===== src/rtl/multi_alarm_clock_if.sv =====
// UART byte channel into the alarm clock plus the per-command result pulses.
// rx_rdy is a valid-only strobe: each rx_rdy=1 cycle carries one byte in rx_data, there is no ready/backpressure, and the slave must consume it that cycle.
interface multi_alarm_clock_if;
  logic       rx_rdy;
  logic [7:0] rx_data;
  logic       cmd_ok;
  logic       cmd_err;

  modport master (output rx_rdy, rx_data, input cmd_ok, cmd_err);
  modport slave  (input rx_rdy, rx_data, output cmd_ok, cmd_err);
endinterface


===== src/rtl/multi_alarm_clock.sv =====
// MM:SS BCD clock with NUM_ALARMS armable/snoozable alarms, configured by ASCII commands.
// Parser state is exported on dbg_pstate for external checkers.
module multi_alarm_clock #(
  parameter int NUM_ALARMS = 4,
  parameter int SNOOZE_SEC = 10
) (
  input  logic                    clk,
  input  logic                    rst,
  input  logic                    one_sec_strb,
  multi_alarm_clock_if.slave      rx,
  output logic [3:0]              t_mtens,
  output logic [3:0]              t_mones,
  output logic [3:0]              t_stens,
  output logic [3:0]              t_sones,
  output logic                    run,
  output logic [2*NUM_ALARMS-1:0] alarm_state,
  output logic                    alarm_any_trig,
  output logic [3:0]              dbg_pstate
);

  typedef enum logic [3:0] {
    P_IDLE, P_T_M1, P_T_M0, P_T_S1, P_T_S0, P_T_CR,
    P_A_N, P_A_M1, P_A_M0, P_A_S1, P_A_S0, P_A_CR, P_ARM_N
  } pstate_t;

  typedef enum logic [1:0] {
    A_IDLE = 2'b00, A_ARMED = 2'b01, A_TRIG = 2'b10, A_SNOOZE = 2'b11
  } astate_t;

  localparam logic [7:0] CH_MAX = 8'(48 + NUM_ALARMS - 1);

  pstate_t     pstate, pstate_n;
  astate_t     ast [NUM_ALARMS];
  logic [5:0]  cnt [NUM_ALARMS];
  logic [15:0] alarm_val [NUM_ALARMS];
  logic [NUM_ALARMS-1:0] match, match_q;
  logic [15:0] sh_time;
  logic [2:0]  sh_ch;
  logic [15:0] time_val;

  logic ok_n, err_n, bad;
  logic st_m1, st_m0, st_s1, st_s0, st_ch;
  logic load_time, load_alarm, arm_toggle, snooze_cmd;
  logic is_d9, is_d5, is_cr, ch_ok;

  assign time_val = {t_mtens, t_mones, t_stens, t_sones};
  assign is_d9 = (rx.rx_data >= 8'h30) && (rx.rx_data <= 8'h39);
  assign is_d5 = (rx.rx_data >= 8'h30) && (rx.rx_data <= 8'h35);
  assign is_cr = (rx.rx_data == 8'h0D);
  assign ch_ok = (rx.rx_data >= 8'h30) && (rx.rx_data <= CH_MAX);

  always_ff @(posedge clk) begin
    if (rst) pstate <= P_IDLE;
    else     pstate <= pstate_n;
  end

  // A failing byte always lands in P_IDLE without being decoded as a new command.
  always_comb begin
    pstate_n = pstate;
    ok_n = 1'b0; err_n = 1'b0; bad = 1'b0;
    st_m1 = 1'b0; st_m0 = 1'b0; st_s1 = 1'b0; st_s0 = 1'b0; st_ch = 1'b0;
    load_time = 1'b0; load_alarm = 1'b0; arm_toggle = 1'b0; snooze_cmd = 1'b0;
    if (rx.rx_rdy) begin
      case (pstate)
        P_IDLE: begin
          case (rx.rx_data)
            8'h6C:   pstate_n = P_T_M1;
            8'h61:   pstate_n = P_A_N;
            8'h40:   pstate_n = P_ARM_N;
            8'h73:   begin snooze_cmd = 1'b1; ok_n = 1'b1; end
            8'h0D:   ;
            default: err_n = 1'b1;
          endcase
        end
        P_T_M1:  if (is_d5) begin st_m1 = 1'b1; pstate_n = P_T_M0; end else bad = 1'b1;
        P_T_M0:  if (is_d9) begin st_m0 = 1'b1; pstate_n = P_T_S1; end else bad = 1'b1;
        P_T_S1:  if (is_d5) begin st_s1 = 1'b1; pstate_n = P_T_S0; end else bad = 1'b1;
        P_T_S0:  if (is_d9) begin st_s0 = 1'b1; pstate_n = P_T_CR; end else bad = 1'b1;
        P_T_CR:  if (is_cr) begin load_time = 1'b1; ok_n = 1'b1; pstate_n = P_IDLE; end
                 else bad = 1'b1;
        P_A_N:   if (ch_ok) begin st_ch = 1'b1; pstate_n = P_A_M1; end else bad = 1'b1;
        P_A_M1:  if (is_d5) begin st_m1 = 1'b1; pstate_n = P_A_M0; end else bad = 1'b1;
        P_A_M0:  if (is_d9) begin st_m0 = 1'b1; pstate_n = P_A_S1; end else bad = 1'b1;
        P_A_S1:  if (is_d5) begin st_s1 = 1'b1; pstate_n = P_A_S0; end else bad = 1'b1;
        P_A_S0:  if (is_d9) begin st_s0 = 1'b1; pstate_n = P_A_CR; end else bad = 1'b1;
        P_A_CR:  if (is_cr) begin load_alarm = 1'b1; ok_n = 1'b1; pstate_n = P_IDLE; end
                 else bad = 1'b1;
        P_ARM_N: if (ch_ok) begin arm_toggle = 1'b1; ok_n = 1'b1; pstate_n = P_IDLE; end
                 else bad = 1'b1;
        default: bad = 1'b1;
      endcase
      if (bad) begin
        err_n    = 1'b1;
        pstate_n = P_IDLE;
      end
    end
  end

  always_ff @(posedge clk) begin
    if (rst) begin
      sh_time    <= '0;
      sh_ch      <= '0;
      rx.cmd_ok  <= 1'b0;
      rx.cmd_err <= 1'b0;
    end else begin
      rx.cmd_ok  <= ok_n;
      rx.cmd_err <= err_n;
      if (st_m1) sh_time[15:12] <= rx.rx_data[3:0];
      if (st_m0) sh_time[11:8]  <= rx.rx_data[3:0];
      if (st_s1) sh_time[7:4]   <= rx.rx_data[3:0];
      if (st_s0) sh_time[3:0]   <= rx.rx_data[3:0];
      if (st_ch) sh_ch          <= rx.rx_data[2:0];
    end
  end

  // A time load takes priority over a coincident second strobe.
  always_ff @(posedge clk) begin
    if (rst) begin
      {t_mtens, t_mones, t_stens, t_sones} <= '0;
    end else if (load_time) begin
      {t_mtens, t_mones, t_stens, t_sones} <= sh_time;
    end else if (one_sec_strb) begin
      if (t_sones != 4'd9) t_sones <= t_sones + 4'd1;
      else begin
        t_sones <= 4'd0;
        if (t_stens != 4'd5) t_stens <= t_stens + 4'd1;
        else begin
          t_stens <= 4'd0;
          if (t_mones != 4'd9) t_mones <= t_mones + 4'd1;
          else begin
            t_mones <= 4'd0;
            t_mtens <= (t_mtens == 4'd5) ? 4'd0 : t_mtens + 4'd1;
          end
        end
      end
    end
  end

  always_comb begin
    match = '0;
    for (int k = 0; k < NUM_ALARMS; k++) match[k] = (time_val == alarm_val[k]);
  end

  // Toggle-arm outranks snooze and match edges; a match edge only arms-to-trigger.
  always_ff @(posedge clk) begin
    if (rst) begin
      match_q <= '0;
      for (int k = 0; k < NUM_ALARMS; k++) begin
        ast[k]       <= A_IDLE;
        cnt[k]       <= '0;
        alarm_val[k] <= '0;
      end
    end else begin
      match_q <= match;
      for (int k = 0; k < NUM_ALARMS; k++) begin
        if (load_alarm && sh_ch == 3'(k)) alarm_val[k] <= sh_time;
        if (arm_toggle && rx.rx_data[2:0] == 3'(k)) begin
          ast[k] <= (ast[k] == A_IDLE) ? A_ARMED : A_IDLE;
          cnt[k] <= '0;
        end else if (snooze_cmd && ast[k] == A_TRIG) begin
          ast[k] <= A_SNOOZE;
          cnt[k] <= 6'(SNOOZE_SEC);
        end else if (ast[k] == A_ARMED && match[k] && !match_q[k]) begin
          ast[k] <= A_TRIG;
        end else if (ast[k] == A_SNOOZE && one_sec_strb) begin
          cnt[k] <= cnt[k] - 6'd1;
          if (cnt[k] == 6'd1) ast[k] <= A_TRIG;
        end
      end
    end
  end

  always_comb begin
    alarm_state    = '0;
    alarm_any_trig = 1'b0;
    for (int k = 0; k < NUM_ALARMS; k++) begin
      alarm_state[2*k +: 2] = ast[k];
      if (ast[k] == A_TRIG) alarm_any_trig = 1'b1;
    end
  end

  assign run        = (pstate == P_IDLE);
  assign dbg_pstate = pstate;

endmodule


===== src/flat_wrapper.sv =====
// flat-port wrapper written by rule: the top's interface ports become plain ports
module multi_alarm_clock_flat 
#(
  parameter int NUM_ALARMS = 4,
  parameter int SNOOZE_SEC = 10
)
  (clk, rst, one_sec_strb, t_mtens, t_mones, t_stens, t_sones, run, alarm_state, alarm_any_trig, dbg_pstate, rx_rx_rdy, rx_rx_data, rx_cmd_ok, rx_cmd_err);
  multi_alarm_clock_if rx_i ();
  input  logic clk;
  input  logic rst;
  input  logic one_sec_strb;
  output logic [3:0] t_mtens;
  output logic [3:0] t_mones;
  output logic [3:0] t_stens;
  output logic [3:0] t_sones;
  output logic run;
  output logic [2*NUM_ALARMS-1:0] alarm_state;
  output logic alarm_any_trig;
  output logic [3:0] dbg_pstate;
  input wire logic [$bits(rx_i.rx_rdy)-1:0] rx_rx_rdy;
  input wire logic [$bits(rx_i.rx_data)-1:0] rx_rx_data;
  output wire logic [$bits(rx_i.cmd_ok)-1:0] rx_cmd_ok;
  output wire logic [$bits(rx_i.cmd_err)-1:0] rx_cmd_err;
  assign rx_i.rx_rdy = rx_rx_rdy;
  assign rx_i.rx_data = rx_rx_data;
  assign rx_cmd_ok = rx_i.cmd_ok;
  assign rx_cmd_err = rx_i.cmd_err;
  multi_alarm_clock #(.NUM_ALARMS(NUM_ALARMS), .SNOOZE_SEC(SNOOZE_SEC)) u_core (.clk(clk), .rst(rst), .one_sec_strb(one_sec_strb), .rx(rx_i), .t_mtens(t_mtens), .t_mones(t_mones), .t_stens(t_stens), .t_sones(t_sones), .run(run), .alarm_state(alarm_state), .alarm_any_trig(alarm_any_trig), .dbg_pstate(dbg_pstate));
endmodule

===== config.mk =====
export PLATFORM = sky130hd
export DESIGN_NAME = multi_alarm_clock_flat
export DESIGN_NICKNAME = d
export VERILOG_FILES = /design/src/rtl/multi_alarm_clock_if.sv /design/src/rtl/multi_alarm_clock.sv /design/src/flat_wrapper.sv
export SDC_FILE = /design/constraint.sdc
export NUM_CORES = 1
export LEC_CHECK = 0
export ABC_AREA = 1
export BUFFER_PORTS_ARGS = -buffer_cell sky130_fd_sc_hd__buf_4
export CORE_MARGIN = 2
export CORE_UTILIZATION = 35
export DETAILED_ROUTE_END_ITERATION = 8
export HOLD_SLACK_MARGIN = 0.08
export SYNTH_ARGS = -nofsm -noshare
export SYNTH_HDL_FRONTEND = slang
export SYNTH_SLANG_ARGS = --single-unit

===== constraint.sdc =====
create_clock -name clk -period 2.3 [get_ports clk]
set_clock_uncertainty 0.15 [all_clocks]
set_input_delay 0.115 -clock clk [delete_from_list [all_inputs] [get_ports clk]]
set_output_delay 0.115 -clock clk [all_outputs]
set_load 0.01 [all_outputs]

==> results.py <==
metrics = {
    "routing": {
        "vias": 6607,
        "routed_wire_length_per_instance_microns": 15.0,
        "drt_iter0_drc": 479,
        "dr_wl_met2_microns": 9580,
        "dr_wl_met3_microns": 940,
        "wl_microns": 20200,
        "postRouteAntennaNets": 0,
        "highest_layer": "met4",
        "drt_first_pass_iters": 5,
        "wirelength_met1_microns": 9290,
        "via_per_inst": 4.90,
        "drc": 0,
    },
    "synthesis": {
        "syn-num-nets": 993,
        "synthFlopType": "edfxtp_1",
        "synth.distinct_cells": 42,
        "synthAdderAreaFrac_pct": 1.26,
        "syn_inst": 973,
        "synth-xor-area-share_pct": 5.64,
        "synth_simple_gate_area_share_pct": 30.9,
        "syn_area_sq_um": 7920,
        "synth_top_family_by_area": "simple AND/OR/NAND/NOR gates",
        "muxShareOfSynthArea_pct": 0,
        "ys_ff_latch": 141,
        "async_flop_share_pct": 0,
        "synth-compound-area-share_pct": 6.96,
        "yosysWarnings": 0,
        "synth-seq-area-share_pct": 47.7,
        "syn_avg_cell_area_sq_um": 8.14,
        "synth_edf_count": 96,
    },
    "sta": {
        "setup_viol": 0,
        "max_slew_margin_pct": 65.6,
        "tns_ns": 0,
        "finalCritPeriodShare_pct": 93.0,
        "setup_slack_ns": 0.160,
        "worstMarginPinSlew_ns": 0.515,
        "final_hold_viol_count": 0,
        "fin_crit_ns": 2.14,
        "final_max_slew_viol_count": 0,
        "max_freq_mhz": 467,
    },
    "critical_path": {
        "r2r_cells": 9,
        "timing.rr.start": "u_core.dbg_pstate[2]",
        "cp.arrival_ns": 2.08,
        "crit_type": "flip-flop to flip-flop",
        "critPathMaxStageDelay_ns": 0.41,
        "r2r_end": "u_core.cnt[0][15]",
        "cp_slowest_cell": "dfxtp_1",
        "r2r_slack_ns": 0.16,
        "critPathMaxFanout": 6,
        "worstPathCellList": "nand2_1 > inv_1 > nand2_1 > nor3_4 > nand4_1 > buf_4 > nand2_1 > nand2_1 > nand3_1",
        "crit_buf_inv": 2,
        "path_delay_family": "simple AND/OR/NAND/NOR gates",
        "critPathCaptureType": "flip-flop",
        "start_kind": "flip-flop",
        "path_common_cell": "nand2_1",
        "critical_path_required_ns": 2.24,
    },
    "floorplanning": {
        "initial_core_util_pct": 35.3,
        "rows": 55,
        "die-area_sq_um": 23900,
        "core-area_sq_um": 22400,
        "die_y_microns": 154,
        "dieWidth_microns": 154,
        "io_pins": 44,
    },
    "place": {
        "post-place-cells": 1307,
        "dp_hpwl_microns": 15400,
        "place.gp.congestion": 0.918,
        "port_buffers": 43,
        "post-place-ws_ns": 0.0408,
        "placed_area_sq_um": 8700,
    },
    "global_routing": {
        "overflow": 0,
        "grt_use_total_pct": 17.4,
        "antenna_found_initial": 0,
        "grt_pass1_wl_microns": 32600,
        "grt_pass1_vias": 6271,
        "grt_start_max_net_pins": 30,
    },
    "cells_and_area": {
        "drive_gt1_share_pct": 16.7,
        "syn2layout_area_growth_pct": 19.3,
        "final_common_cell": "nand2_1",
        "final_cell_mix": "nand2_1 (181), nor2_1 (170), inv_1 (103)",
        "stdcell_count": 1347,
        "diodes": 0,
        "final_nets": 1069,
        "fin_area_sq_um": 9450,
    },
    "clock_network": {
        "cts-root-buf": "clkbuf_16",
        "clk_pin_slew_worst_paths_ns": 0.06,
        "cts_buffers": 17,
        "clock_sinks": 141,
        "clockBufferDepth": 2,
        "clk_latency_ns": 0.42,
        "cts_tree": "yes",
        "h-tree-depth": 4,
    },
    "min_path": {
        "min-delay-start": "rx_rx_data[5]",
        "holdPathEnd": "u_core.dbg_pstate[3]",
        "hold_class": "primary input to flip-flop",
        "whs_path_depth": 8,
    },
    "flow_run": {
        "cap_violations": 0,
    },
    "power": {
        "p_total_mw": 6.59,
        "leakage_nw": 3.84,
        "peakVddDrop_mv": 0.531,
        "p_per_area_nw_per_um2": 697,
    },
    "status": {
        "outcome": "complete, no violations",
    },
}
==> stage by stage <==
| step | hold WS, ns | utilization, % |
|---|---|---|
| 3_3_place_gp | 0.298 | 38.8 |
| 6_report | 0.158 | 42.1 |
| 4_1_cts | 0.137 | 42.0 |
| 5_1_grt | 0.201 | 42.1 |
| 3_5_place_dp | 0.304 | 38.8 |
| 2_1_floorplan | 0.0999 | - |
==> registers in the layout, summed over array words and instances (netlist names) <==
name and flops:
u_core.alarm_val 64, u_core.ast 8, u_core.cnt 24, u_core.dbg_pstate 4
u_core.match_q 4, u_core.rx.cmd_err 1, u_core.rx.cmd_ok 1, u_core.sh_ch 3
u_core.sh_time 16, u_core.t_mones 4, u_core.t_mtens 4, u_core.t_sones 4
u_core.t_stens 4
==> synth_stat cells, types with 2 or more instances <==
cell type,instances,area [sq um]
buf_6,4,45.0
buf_2,9,45.0
o21ai_0,52,260
and3_1,3,18.8
clkbuf_1,13,48.8
or2_2,25,156
nor2_4,11,124
nand3_1,46,230
ha_1,8,100
nand3b_1,3,22.5
nor2_2,2,12.5
nor3_1,25,125
nand2_2,10,62.6
a31oi_1,4,25.0
nand3_2,2,20.0
nor2_1,170,638
inv_2,7,26.3
nor3_4,2,32.5
dfxtp_1,45,901
nor3_2,7,70.1
xor2_1,15,131
nand2_1,181,679
edfxtp_1,96,2880
nor3b_1,5,37.5
nand4_1,33,206
o211ai_1,3,22.5
xnor2_1,36,315
a21oi_1,39,195
inv_1,103,387
o22ai_1,2,12.5
==> layer usage <==
layer  up-vias  GRT usage [%]
met1      3061           23.2
li1       3348              -
met3        29           3.53
met5         -              0
met2       169           28.4
met4         0           5.73
==> worst max path at each step <==
stage	start	cells after the start	slack, ns	to
floorplan	u_core.dbg_pstate[2]	10	0.21	u_core.cnt[0][0]
global placement	u_core.dbg_pstate[2]	8	0.10	u_core.cnt[0][14]
detailed placement	u_core.dbg_pstate[2]	8	0.04	u_core.cnt[0][12]
CTS	u_core.dbg_pstate[2]	8	0.02	u_core.cnt[0][12]
global route	u_core.dbg_pstate[2]	9	-0.006	u_core.cnt[0][14]
finish	u_core.dbg_pstate[2]	9	0.16	u_core.cnt[0][15]
==> report_power, final <==
part	total [mW]	internal, mW	switching [mW]
clock network	3.11	2.06	1.05
registers	2.84	2.78	0.0555
logic	0.646	0.244	0.402
==> what timing repair did <==
action                                  in CTS  in global routing
resized for setup                            0                  4
setup buffers                                0                  1
hold endpoints to repair                    31                  0
endpoints found under the setup margin       0                 54
hold buffers                                 7                  0
==> area by class of cell <==
cell class                      count  area (sq um)
Timing Repair Buffer               86           663
Inverter                          112           422
Fill cell                        2234         13000
Multi-Input combinational cell    691          3560
Clock buffer                       21           450
Sequential cell                   141          3780
Tap cell                          285           357
Clock inverter                     11           214
==> cell families (layout without fill, tap and decap cells) <==
logic type | after synthesis | in the layout
and+or+nand+nor | 527 | 527
DFF | 141 | 141
buffers and inverters | 141 | 230
AOI/OAI and AO/OA | 105 | 105
xor gates and xnor gates | 51 | 51
adders and majority gates | 8 | 8
==> worst reg2reg max path: stages, from the launching register on <==
cell	delay [ns]
dfxtp_1	0.41
nand2_1	0.13
inv_1	0.09
nand2_1	0.11
nor3_4	0.24
nand4_1	0.12
buf_4	0.18
nand2_1	0.06
nand2_1	0.08
nand3_1	0.25
Power figures use the tool's default switching activity.
